$ cat src/rtl/mc_fsm_if.sv
// Control bus between the multicycle controller and the datapath/memory.
// The master side is the controller: it reads the instruction fields, the
// ALU Zero flag and the memory handshake, and drives every control line.
interface mc_fsm_if;
    // instruction register fields and datapath status
    logic [6:0] op;
    logic [2:0] funct3;
    logic       funct7b5;
    logic       Zero;
    logic       mem_ready;

    // control outputs
    logic       PCWrite;
    logic       AdrSrc;
    logic       mem_req;
    logic       MemWrite;
    logic       IRWrite;
    logic       RegWrite;
    logic       trap;
    logic [1:0] ResultSrc;
    logic [1:0] ALUSrcA;
    logic [1:0] ALUSrcB;
    logic [2:0] ImmSrc;
    logic [2:0] ALUControl;
    logic [3:0] state;

    modport master (
        input  op, funct3, funct7b5, Zero, mem_ready,
        output PCWrite, AdrSrc, mem_req, MemWrite, IRWrite, RegWrite, trap,
        output ResultSrc, ALUSrcA, ALUSrcB, ImmSrc, ALUControl, state
    );

    modport slave (
        output op, funct3, funct7b5, Zero, mem_ready,
        input  PCWrite, AdrSrc, mem_req, MemWrite, IRWrite, RegWrite, trap,
        input  ResultSrc, ALUSrcA, ALUSrcB, ImmSrc, ALUControl, state
    );
endinterface

$ cat src/rtl/mc_fsm.sv
// Moore controller for a multicycle RV32I-subset datapath. Memory accesses
// wait on mem_ready; unknown opcodes park the machine in TRAP until reset.
// All write/request enables are forced low while reset is high.
module mc_fsm (
    input  logic     clk,
    input  logic     reset,
    mc_fsm_if.master bus
);
    localparam logic [3:0] FETCH    = 4'd0;
    localparam logic [3:0] DECODE   = 4'd1;
    localparam logic [3:0] MEMADR   = 4'd2;
    localparam logic [3:0] MEMREAD  = 4'd3;
    localparam logic [3:0] MEMWB    = 4'd4;
    localparam logic [3:0] MEMWRITE = 4'd5;
    localparam logic [3:0] EXECR    = 4'd6;
    localparam logic [3:0] EXECI    = 4'd7;
    localparam logic [3:0] ALUWB    = 4'd8;
    localparam logic [3:0] BRANCH   = 4'd9;
    localparam logic [3:0] JAL      = 4'd10;
    localparam logic [3:0] JALR     = 4'd11;
    localparam logic [3:0] LUI      = 4'd12;
    localparam logic [3:0] AUIPC    = 4'd13;
    localparam logic [3:0] TRAP     = 4'd14;

    localparam logic [6:0] OP_LOAD   = 7'b0000011;
    localparam logic [6:0] OP_STORE  = 7'b0100011;
    localparam logic [6:0] OP_RTYPE  = 7'b0110011;
    localparam logic [6:0] OP_ITYPE  = 7'b0010011;
    localparam logic [6:0] OP_BRANCH = 7'b1100011;
    localparam logic [6:0] OP_JAL    = 7'b1101111;
    localparam logic [6:0] OP_JALR   = 7'b1100111;
    localparam logic [6:0] OP_LUI    = 7'b0110111;
    localparam logic [6:0] OP_AUIPC  = 7'b0010111;

    localparam logic [2:0] ALU_ADD = 3'b000;
    localparam logic [2:0] ALU_SUB = 3'b001;
    localparam logic [2:0] ALU_AND = 3'b010;
    localparam logic [2:0] ALU_OR  = 3'b011;
    localparam logic [2:0] ALU_XOR = 3'b100;
    localparam logic [2:0] ALU_SLT = 3'b101;
    localparam logic [2:0] ALU_SLL = 3'b110;
    localparam logic [2:0] ALU_SRL = 3'b111;

    logic [3:0] state_reg;
    logic [3:0] state_next;
    logic [2:0] alu_dec;

    logic       pc_write;
    logic       adr_src;
    logic       mem_req;
    logic       mem_write;
    logic       ir_write;
    logic       reg_write;
    logic       trap_flag;
    logic [1:0] result_src;
    logic [1:0] alu_src_a;
    logic [1:0] alu_src_b;
    logic [2:0] imm_src;
    logic [2:0] alu_control;

    // State register; reset wins over every transition.
    always_ff @(posedge clk) begin
        if (reset) begin
            state_reg <= FETCH;
        end else begin
            state_reg <= state_next;
        end
    end

    // ALU operation for register/immediate arithmetic; sub only exists for R-type.
    always_comb begin
        alu_dec = ALU_ADD;
        case (bus.funct3)
            3'b000:  alu_dec = (state_reg == EXECR && bus.funct7b5) ? ALU_SUB : ALU_ADD;
            3'b001:  alu_dec = ALU_SLL;
            3'b010:  alu_dec = ALU_SLT;
            3'b011:  alu_dec = ALU_SLT;
            3'b100:  alu_dec = ALU_XOR;
            3'b101:  alu_dec = ALU_SRL;
            3'b110:  alu_dec = ALU_OR;
            default: alu_dec = ALU_AND;
        endcase
    end

    // Next-state logic; memory states hold until mem_ready, TRAP holds forever.
    always_comb begin
        state_next = state_reg;
        case (state_reg)
            FETCH:    if (bus.mem_ready) state_next = DECODE;
            DECODE: begin
                case (bus.op)
                    OP_LOAD, OP_STORE: state_next = MEMADR;
                    OP_RTYPE:          state_next = EXECR;
                    OP_ITYPE:          state_next = EXECI;
                    OP_BRANCH:         state_next = BRANCH;
                    OP_JAL:            state_next = JAL;
                    OP_JALR:           state_next = JALR;
                    OP_LUI:            state_next = LUI;
                    OP_AUIPC:          state_next = AUIPC;
                    default:           state_next = TRAP;
                endcase
            end
            MEMADR:   state_next = bus.op[5] ? MEMWRITE : MEMREAD;
            MEMREAD:  if (bus.mem_ready) state_next = MEMWB;
            MEMWB:    state_next = FETCH;
            MEMWRITE: if (bus.mem_ready) state_next = FETCH;
            EXECR:    state_next = ALUWB;
            EXECI:    state_next = ALUWB;
            ALUWB:    state_next = FETCH;
            BRANCH:   state_next = FETCH;
            JAL:      state_next = ALUWB;
            JALR:     state_next = JAL;
            LUI:      state_next = FETCH;
            AUIPC:    state_next = ALUWB;
            TRAP:     state_next = TRAP;
            default:  state_next = TRAP;
        endcase
    end

    // Moore output decode; only FETCH's handshake pulses and BRANCH's PC
    // update look at inputs, and those only refine a state-fixed enable.
    always_comb begin
        pc_write    = 1'b0;
        adr_src     = 1'b0;
        mem_req     = 1'b0;
        mem_write   = 1'b0;
        ir_write    = 1'b0;
        reg_write   = 1'b0;
        trap_flag   = 1'b0;
        result_src  = 2'b00;
        alu_src_a   = 2'b00;
        alu_src_b   = 2'b00;
        imm_src     = 3'b000;
        alu_control = ALU_ADD;
        case (state_reg)
            FETCH: begin
                mem_req    = 1'b1;
                alu_src_b  = 2'b10;
                result_src = 2'b10;
                ir_write   = bus.mem_ready;
                pc_write   = bus.mem_ready;
            end
            DECODE: begin
                alu_src_a = 2'b01;
                alu_src_b = 2'b01;
                imm_src   = (bus.op == OP_JAL) ? 3'b011 : 3'b010;
            end
            MEMADR: begin
                alu_src_a = 2'b10;
                alu_src_b = 2'b01;
                imm_src   = bus.op[5] ? 3'b001 : 3'b000;
            end
            MEMREAD: begin
                adr_src = 1'b1;
                mem_req = 1'b1;
            end
            MEMWB: begin
                result_src = 2'b01;
                reg_write  = 1'b1;
            end
            MEMWRITE: begin
                adr_src   = 1'b1;
                mem_req   = 1'b1;
                mem_write = 1'b1;
            end
            EXECR: begin
                alu_src_a   = 2'b10;
                alu_control = alu_dec;
            end
            EXECI: begin
                alu_src_a   = 2'b10;
                alu_src_b   = 2'b01;
                alu_control = alu_dec;
            end
            ALUWB: begin
                reg_write = 1'b1;
            end
            BRANCH: begin
                alu_src_a   = 2'b10;
                alu_control = ALU_SUB;
                pc_write    = (bus.funct3[2:1] == 2'b00) && (bus.Zero ^ bus.funct3[0]);
            end
            JAL: begin
                alu_src_a = 2'b01;
                alu_src_b = 2'b10;
                pc_write  = 1'b1;
            end
            JALR: begin
                alu_src_a = 2'b10;
                alu_src_b = 2'b01;
            end
            LUI: begin
                imm_src    = 3'b100;
                result_src = 2'b11;
                reg_write  = 1'b1;
            end
            AUIPC: begin
                alu_src_a = 2'b01;
                alu_src_b = 2'b01;
                imm_src   = 3'b100;
            end
            TRAP: begin
                trap_flag = 1'b1;
            end
            default: begin
                trap_flag = 1'b0;
            end
        endcase
    end

    // Enables are masked combinationally so nothing writes during reset,
    // even in the middle of a memory wait.
    assign bus.PCWrite    = pc_write  & ~reset;
    assign bus.IRWrite    = ir_write  & ~reset;
    assign bus.MemWrite   = mem_write & ~reset;
    assign bus.RegWrite   = reg_write & ~reset;
    assign bus.mem_req    = mem_req   & ~reset;
    assign bus.trap       = trap_flag & ~reset;
    assign bus.AdrSrc     = adr_src;
    assign bus.ResultSrc  = result_src;
    assign bus.ALUSrcA    = alu_src_a;
    assign bus.ALUSrcB    = alu_src_b;
    assign bus.ImmSrc     = imm_src;
    assign bus.ALUControl = alu_control;
    assign bus.state      = state_reg;
endmodule

$ cat src/flat_wrapper.sv
// flat-port wrapper written by rule: the top's interface ports become plain ports
module mc_fsm_flat 
  (clk, reset, bus_op, bus_funct3, bus_funct7b5, bus_Zero, bus_mem_ready, bus_PCWrite, bus_AdrSrc, bus_mem_req, bus_MemWrite, bus_IRWrite, bus_RegWrite, bus_trap, bus_ResultSrc, bus_ALUSrcA, bus_ALUSrcB, bus_ImmSrc, bus_ALUControl, bus_state);
  mc_fsm_if bus_i ();
  input  logic clk;
  input  logic reset;
  input wire logic [$bits(bus_i.op)-1:0] bus_op;
  input wire logic [$bits(bus_i.funct3)-1:0] bus_funct3;
  input wire logic [$bits(bus_i.funct7b5)-1:0] bus_funct7b5;
  input wire logic [$bits(bus_i.Zero)-1:0] bus_Zero;
  input wire logic [$bits(bus_i.mem_ready)-1:0] bus_mem_ready;
  output wire logic [$bits(bus_i.PCWrite)-1:0] bus_PCWrite;
  output wire logic [$bits(bus_i.AdrSrc)-1:0] bus_AdrSrc;
  output wire logic [$bits(bus_i.mem_req)-1:0] bus_mem_req;
  output wire logic [$bits(bus_i.MemWrite)-1:0] bus_MemWrite;
  output wire logic [$bits(bus_i.IRWrite)-1:0] bus_IRWrite;
  output wire logic [$bits(bus_i.RegWrite)-1:0] bus_RegWrite;
  output wire logic [$bits(bus_i.trap)-1:0] bus_trap;
  output wire logic [$bits(bus_i.ResultSrc)-1:0] bus_ResultSrc;
  output wire logic [$bits(bus_i.ALUSrcA)-1:0] bus_ALUSrcA;
  output wire logic [$bits(bus_i.ALUSrcB)-1:0] bus_ALUSrcB;
  output wire logic [$bits(bus_i.ImmSrc)-1:0] bus_ImmSrc;
  output wire logic [$bits(bus_i.ALUControl)-1:0] bus_ALUControl;
  output wire logic [$bits(bus_i.state)-1:0] bus_state;
  assign bus_i.op = bus_op;
  assign bus_i.funct3 = bus_funct3;
  assign bus_i.funct7b5 = bus_funct7b5;
  assign bus_i.Zero = bus_Zero;
  assign bus_i.mem_ready = bus_mem_ready;
  assign bus_PCWrite = bus_i.PCWrite;
  assign bus_AdrSrc = bus_i.AdrSrc;
  assign bus_mem_req = bus_i.mem_req;
  assign bus_MemWrite = bus_i.MemWrite;
  assign bus_IRWrite = bus_i.IRWrite;
  assign bus_RegWrite = bus_i.RegWrite;
  assign bus_trap = bus_i.trap;
  assign bus_ResultSrc = bus_i.ResultSrc;
  assign bus_ALUSrcA = bus_i.ALUSrcA;
  assign bus_ALUSrcB = bus_i.ALUSrcB;
  assign bus_ImmSrc = bus_i.ImmSrc;
  assign bus_ALUControl = bus_i.ALUControl;
  assign bus_state = bus_i.state;
  mc_fsm u_core (.clk(clk), .reset(reset), .bus(bus_i));
endmodule
$ cat config.mk
export PLATFORM = sky130hd
export DESIGN_NAME = mc_fsm_flat
export DESIGN_NICKNAME = d
export VERILOG_FILES = /design/src/rtl/mc_fsm_if.sv /design/src/rtl/mc_fsm.sv /design/src/flat_wrapper.sv
export SDC_FILE = /design/constraint.sdc
export NUM_CORES = 1
export LEC_CHECK = 0
export ABC_CLOCK_PERIOD_IN_PS = 1900
export CORE_MARGIN = 8
export CORE_UTILIZATION = 42
export DETAILED_ROUTE_END_ITERATION = 10
export PLACE_DENSITY = 0.84
export SYNTH_ARGS = -nofsm -noshare
export SYNTH_HDL_FRONTEND = slang
export SYNTH_SLANG_ARGS = --single-unit
$ cat constraint.sdc
create_clock -name clk -period 1.9 [get_ports clk]
set_input_delay 0.38 -clock clk [delete_from_list [all_inputs] [get_ports clk]]
set_output_delay 0.38 -clock clk [all_outputs]
set_load 0.01 [all_outputs]
=== Word-level counts from Yosys, hierarchy flattened ===
Index checks and enable logic that the tools add are counted.

* Bits in registers: 4
* Input bits: 15
* Output and inout port bits: 23
* Logic and storage cells: 82

* Equal/unequal tests: 32
* Multiplexer cells: 22
* Bitwise gates (word level): 8
* Reductions and logical operators: 19

{| class="wikitable"
|+ Operators by type and width
! cell !! count
|-
| case mux 4 bit (8 select lines) || 2
|-
| == test 4 bit, second input constant || 7
|-
| == test 7 x 6 -> 1 bit, second input constant || 3
|-
| == test 7 bit, second input constant || 3
|-
| case mux 3 bit (6 select lines) || 1
|-
| == test 4 x 3 -> 1 bit, second input constant || 4
|-
| == test 7 x 5 -> 1 bit, second input constant || 2
|-
| 2-to-1 mux 4 bit || 3
|-
| OR reduction 2 bit || 6
|-
| OR reduction 5 bit || 2
|-
| == test 3 bit, second input constant || 3
|-
| 2-to-1 mux 1 bit || 9
|-
| case mux 3 bit (3 select lines) || 1
|-
| OR reduction 3 bit || 3
|-
| == test 4 x 2 -> 1 bit, second input constant || 2
|-
| case mux 2 bit (2 select lines) || 2
|-
| OR reduction 4 bit || 2
|-
| == test 7 x 2 -> 1 bit, second input constant || 1
|-
| AND 1 bit || 6
|-
| == test 3 x 2 -> 1 bit, second input constant || 2
|-
| != test 2 bit, second input constant || 3
|-
| case mux 2 bit (3 select lines) || 1
|-
| case mux 3 bit (2 select lines) || 1
|-
| == test 4 x 1 -> 1 bit, second input constant || 1
|-
| 10 further kinds || 11
|}

=== Logic depth before layout (Yosys ltp) ===
Gate-level depths: netlist (run 1).

* Word-level depth: 5
* Gate-level depth with buffers: 6
* Mapped depth without buffers: 4

=== Worst setup path after synthesis (run 1) ===
No wires, ideal clock.

* Path kind: reg-to-output
* Start: register u_core.state_reg[2], in the netlist u_core.bus.state[2]
* End: output port bus_PCWrite
* Arrival time: 1.180 ns
* Required time: 1.520 ns
* Path slack: 0.340 ns
* Cell stages (with the launch flop): 6
* Cells stage by stage: dfxtp_1 -> buf_6 -> or2_1 -> buf_6 -> a21o_1 -> a21oi_1

* Cells in the longest elaborated chain, start to end: 3
* Elaborated cells between the ends (all ways): 5
* Those cells by class: eq/ne (2); mux (1); bitwise (1); reduce/logical (1)

{| class="wikitable"
|+ RTL lines
! item !! RTL line !! text
|-
| start: declaration || mc_fsm.sv:44 || <nowiki>logic [3:0] state_reg;</nowiki>
|-
| start signal: assignment || mc_fsm.sv:66 || <nowiki>state_reg <= state_next;</nowiki>
|-
| == test 4 bit / zero test 4 bit (equally long branches) || mc_fsm.sv:135 || <nowiki>case (state_reg)</nowiki>
|-
| case mux 1 bit (3 select lines) (*) || mc_fsm.sv:135 ||
|-
| AND 1 bit (*) || mc_fsm.sv:213 || <nowiki>assign bus.PCWrite = pc_write & ~reset;</nowiki>
|-
| end: declaration || flat_wrapper.sv:12 || <nowiki>output wire logic [$bits(bus_i.PCWrite)-1:0] bus_PCWrite;</nowiki>
|}

Mark *: on every way between the ends. The rest lies on a longest branch, timed or not.

=== Final worst setup path (run 1) ===
* Start: register u_core.state_reg[3], in the netlist u_core.bus.state[3]
* End: output port bus_ALUSrcB[1]

* Cells in the longest elaborated chain, start to end: 3
* Elaborated cells between the ends (all ways): 10
* Those cells by class: eq/ne (6); mux (1); reduce/logical (3)

{| class="wikitable"
|+ RTL lines
! item !! RTL line !! text
|-
| == test 4 bit, or another cell as far along || mc_fsm.sv:135 ||
|-
| OR reduction 5 bit (no source line) / OR reduction 2 bit (equally long branches) || - ||
|-
| case mux 2 bit (2 select lines) (*) || mc_fsm.sv:135 ||
|-
| end: declaration || flat_wrapper.sv:21 || <nowiki>output wire logic [$bits(bus_i.ALUSrcB)-1:0] bus_ALUSrcB;</nowiki>
|}

Marks and branches as above.

==> impl_metrics.json, run 1 <==
{
  "status": "completed",
  "cp-start-kind": "register",
  "grt_pass1_vias": 1086,
  "p_per_area_nw_per_um2": 1320,
  "synth_seq_area_share": 0.109,
  "setup_slack_ns": 0.0373,
  "finalSetupViolCount": 0,
  "grt_overflow": 0,
  "die_w_um": 57.7,
  "slew_headroom": 0.802,
  "fin_crit_ns": 1.86,
  "cts_root_buffer": "clkbuf_4",
  "io_buffer_count": 37,
  "fin_area_um2": 1420,
  "slew_violations": 0,
  "synth_edf_count": 0,
  "synthXorXnorAreaFrac": 0.0598,
  "gp_congestion": 0.953,
  "clock-sinks": 4,
  "ys.flop_type": "dfxtp_1",
  "antenna_found_initial": 0,
  "rsz0062_at_grt": "no",
  "clk_pin_slew_worst_paths_ns": 0.04,
  "hp-class": "primary input to register",
  "hpwl_um": 2450,
  "placementRows": 15,
  "synth_area_um2": 732,
  "synthCells": 106,
  "largest_register_ffs": 4,
  "io-pin-count": 38,
  "dr.pass1.iters": 4,
  "clockBufferDepth": 2,
  "synthMuxAreaShare": 0.0427,
  "grt_pass1_wl_um": 5060,
  "ys_async_sr_fraction": 0,
  "drc": 0,
  "total_power_uw": 1870,
  "grt_max_degree": 12,
  "critPathTopFamily": "buffers and inverters",
  "drive_gt1_frac": 0.420,
  "wirelength_met1_um": 1260,
  "fin_cells": 193,
  "avgViaCountPerCell": 5.82,
  "synth_compound_area_frac": 0.313,
  "ys_seq_elements": 4,
  "syn2layout_area_growth_pct": 94.2,
  "wl_met3_um": 220,
  "ir_drop_mv": 0.759,
  "period_share": 0.980,
  "wl_per_cell_um": 17.0,
  "leakage_uw": 0.000727,
  "fillCellCount": 107,
  "wl_met2_um": 1720,
  "worst_pin_slew_ns": 0.292,
  "die_y_um": 57.7,
  "dr.max_layer_used": "met4",
  "synth_nets": 121,
  "hold_viol": 0,
  "start_util": 0.433,
  "vias": 1123,
  "clock_latency_ns": 0.25,
  "nets": 193,
  "dp.cells": 190,
  "cts_setup_buffers": 0,
  "die_area_um2": 3330,
  "synthSimpleGateAreaFrac": 0.337,
  "cts_buffers": 3,
  "cts_tree": "built",
  "fmax_mhz": 537,
  "htreeDepth": 1,
  "finClkSkew_ns": 0.00500,
  "slowest_stage": "dfxtp_2",
  "cp_max_fo": 7,
  "cpPeakStageDelay_ns": 0.35,
  "yosysWarnings": 0,
  "synth.distinct_cells": 48,
  "num_antenna_cells": 0,
  "crit_path_end_kind": "output pin",
  "drv_cap": 0,
  "arrival_ns": 1.48,
  "track_usage": 0.189,
  "post-place-ws_ns": -0.624,
  "drt-total-wl_um": 3280,
  "synth_top_family_by_area": "simple AND/OR/NAND/NOR gates",
  "postCtsHoldBufs": 0,
  "crit_chain": "buf_4 -> or2_4 -> a21oi_1 -> dlygate4sd2_1",
  "drtIter0Drc": 28,
  "ant_nets": 0,
  "synth_area_per_cell_um2": 6.91,
  "path_buf_inv": 2,
  "placed_area_um2": 1350,
  "critical_path_class": "register to output pin",
  "critical_path_required_ns": 1.52,
  "yosys.area_share.adder": 0,
  "core_region_area_um2": 1690
}
[layout by cell type (no fill, tap or decap), types with 2 or more instances in the layout]
cell / synthesis / layout
a21o_1: 2 / 2
o21ai_0: 3 / 3
mux2i_1: 2 / 2
nor4_2: 0 / 2
nand3_1: 3 / 2
dlymetal6s2s_1: 0 / 6
buf_2: 4 / 5
nor2_1: 5 / 3
dfxtp_2: 0 / 3
nor2_2: 0 / 2
buf_6: 4 / 2
clkbuf_2: 0 / 3
dlygate4sd2_1: 0 / 11
o31ai_1: 2 / 2
nand2_1: 12 / 12
buf_4: 1 / 39
clkbuf_4: 0 / 3
o41ai_1: 2 / 2
a31oi_1: 2 / 2
nor3_1: 9 / 9
nor2b_2: 0 / 2
a21oi_1: 8 / 8
xnor2_1: 3 / 3
inv_1: 4 / 4
clkdlybuf4s50_1: 0 / 10
[through the flow]
stage / hold slack [ns] / TNS (ns) / utilization
finish: 0.623 / 0 / 0.841
detailed placement: 0.659 / -3.48 / 0.800
CTS: 0.642 / -0.153 / 0.821
floorplan: 0.562 / 0 / -
global placement: 0.637 / -3.00 / 0.800
global route: 0.684 / 0 / 0.841
[worst reg2reg max path: stages, from the launching register on]
cell	delay (ns)
dfxtp_2	0.35
buf_4	0.17
or2_4	0.28
buf_4	0.15
a2111o_1	0.35
o31ai_1	0.07
[area by class of cell]
class / count / area, um^2 / area share
repair buffers: 78 / 648 / 0.456
multi-input cells: 86 / 621 / 0.437
flip-flops and latches: 4 / 87.6 / 0.0616
clock buffers: 3 / 22.5 / 0.0158
inverters: 5 / 21.3 / 0.0150
well taps: 17 / 21.3 / 0.0150
[metal layers]
| layer | vias to the layer above | track usage |
|---|---|---|
| li1 | 532 | - |
| met1 | 530 | 0.185 |
| met2 | 54 | 0.352 |
| met3 | 7 | 0.0530 |
| met4 | 0 | 0.101 |
| met5 | - | 0 |
[what timing repair did]
item | CTS | global route
pin swaps | 4 | 8
endpoints found under the setup margin | 19 | 11
gates resized for setup | 48 | 25
[cell usage after synthesis, drive strengths merged (2+ instances only)]
master,number,area (um^2)
nand2,12,45.0
buf,10,76.3
a21oi,9,48.8
nor3,9,45.0
nor2,6,30.0
inv,5,21.3
dfxtp,4,80.1
o21ai,4,20.0
nand3,3,15.0
nor4,3,18.8
xnor2,3,26.3
a211oi,2,15.0
a21o,2,15.0
a31oi,2,12.5
mux2i,2,20.0
nor2b,2,12.5
o31ai,2,15.0
o41ai,2,17.5
or2,2,15.0
xor2,2,17.5
[report_power, final]
part / leakage (uW) / total [uW] / switching, uW / internal [uW]
clock: 0.0000138 / 116 / 44.3 / 71.3
sequential: 0.0000347 / 213 / 82.5 / 131
combinational: 0.000679 / 1550 / 743 / 803
[worst paths after layout]
kind | startpoint | to | slack [ns] | cells after the start
worst max-delay path | u_core.bus.state[3] | bus_ALUSrcB[1] | 0.04 | 4
worst min register to register | u_core.bus.state[1] | u_core.bus.state[3] | 0.65 | 3
worst max register to register | u_core.bus.state[3] | u_core.bus.state[1] | 0.43 | 5
worst min-delay path | bus_op[0] | u_core.bus.state[3] | 0.62 | 4
[logic make-up after synthesis]
group | Yosys count
buffers and inverters | 16
AOI/OAI and AO/OA | 33
DFF | 4
xor gates and xnor gates | 5
muxes | 3
and+or+nand+nor | 45
No activity file was read; power rests on OpenSTA's default activity.
==> run 2: changes to the inputs <==
SLEW_MARGIN = 10   (was not set)
==> results of run 2 <==
Final layout, timing and power as in run 1 (identical DEF).
==> RTL edit (config.mk and constraints of run 2) <==
Reset style: asynchronous (`reset`), changed in one clocked block.
--- a/src/rtl/mc_fsm.sv
+++ b/src/rtl/mc_fsm.sv
@@ -59,7 +59,7 @@
     logic [2:0] alu_control;
 
     // State register; reset wins over every transition.
-    always_ff @(posedge clk) begin
+    always_ff @(posedge clk or posedge reset) begin
         if (reset) begin
             state_reg <= FETCH;
         end else begin
Function: differs if reset is asserted again (counterexample within 4 cycles, from zero or initial values and one cycle with reset high); with reset held inactive, the same outputs for 10 cycles.
==> RTL edit against run 2 <==
  * The run now ends with negative setup slack left
  * Maximum frequency fell by 4.5%
  * Sequential share of layout area rose by 0.82 points
  * Worst setup slack got worse by 87 ps
  * Global-route usage rose by 2.1 points
  * Cell area rose by 5.9%
  * Area after synthesis rose by 2.2%
  * Critical path depth rose by 3
  * Sequential cell count did not move
  * Routed wire length rose by 20%
  * Total power rose by 3.9%
  * Via count rose by 9.6%
  * Largest cell class unchanged
  * Largest power group unchanged
==> RTL edit: results <==
[synth]
seq_area_frac_synth = 0.134
ys.flop_type = "dfrtp_1"
synth_cell_types = 41
syn_nets = 122
yosys-top-cells-count = "nand2_1 (15), nor2_1 (9), nor3_1 (9), inv_1 (7), a21oi_1 (5)"

[timing]
setup_ws_ps = -49.8
setup_tns_ps = -67.5
clock_skew_ps = 2.01
setup_viol = 4

[setup_path]
crit_start = "u_core.bus.state[1]"
r2r_setup_slack_ps = 340
critical_path.top_delay_family = "simple AND/OR/NAND/NOR gates"
cp_slowest_cell = "dfrtp_2"
worstReg2RegEnd = "u_core.bus.state[2]"
reg2regPathDepth = 7

[detailed_routing]
drt-met1-wl_mm = 1.45
route.final.wire_length_mm = 3.92
wl_met2_mm = 2.01
met3_length_um = 341
drt_iter0_drc = 84
routed_via_density = 5.78

[min_path]
hold_class = "primary input to async pin"

[status]
status = "finished with violations"
violations = "negative setup slack"

[final_layout]
layout.nets = 205

[global_routing]
grt_use_met2 = 0.354
met1_usage = 0.250

[placement]
dpl-instance-area_sq_um = 1350
dp_hpwl_mm = 2.45
gp_congestion = 0.866
place_inst = 196

[clock_tree]
cts_resized = 60
clock_latency_ps = 230

[pwr]
p_leak_nw = 0.757
-- RTL edit: cell count changes after synthesis, sizes merged, moves of 3 or more --
| cell | before | now |
|---|---|---|
| nor2 | 6 | 10 |
| dfxtp | 4 | 0 |
| nand2 | 12 | 15 |
| nand3 | 3 | 0 |
| dfrtp | 0 | 4 |
| a21oi | 9 | 5 |
-- RTL edit: final cells by class --
cell class | instances | area, sq um
Timing Repair Buffer | 87 | 701
Multi-Input combinational cell | 87 | 619
Fill cell | 86 | 203
Sequential cell | 4 | 105
Tap cell | 25 | 31.3
Inverter | 7 | 26.3
Clock buffer | 3 | 22.5
-- RTL edit: power by group --
part,switching [mW],internal (mW),total (mW),leakage [nW]
clock,0.0321,0.0705,0.103,0.0138
combinational,0.780,0.854,1.63,0.697
sequential,0.0876,0.125,0.212,0.0464
-- RTL edit: cell families after synthesis --
kind of cell	share of synthesized area
DFF	0.134
AOI/OAI and AO/OA	0.273
buffers and inverters	0.134
xor gates and xnor gates	0.0468
and+or+nand+nor	0.373
muxes	0.0401
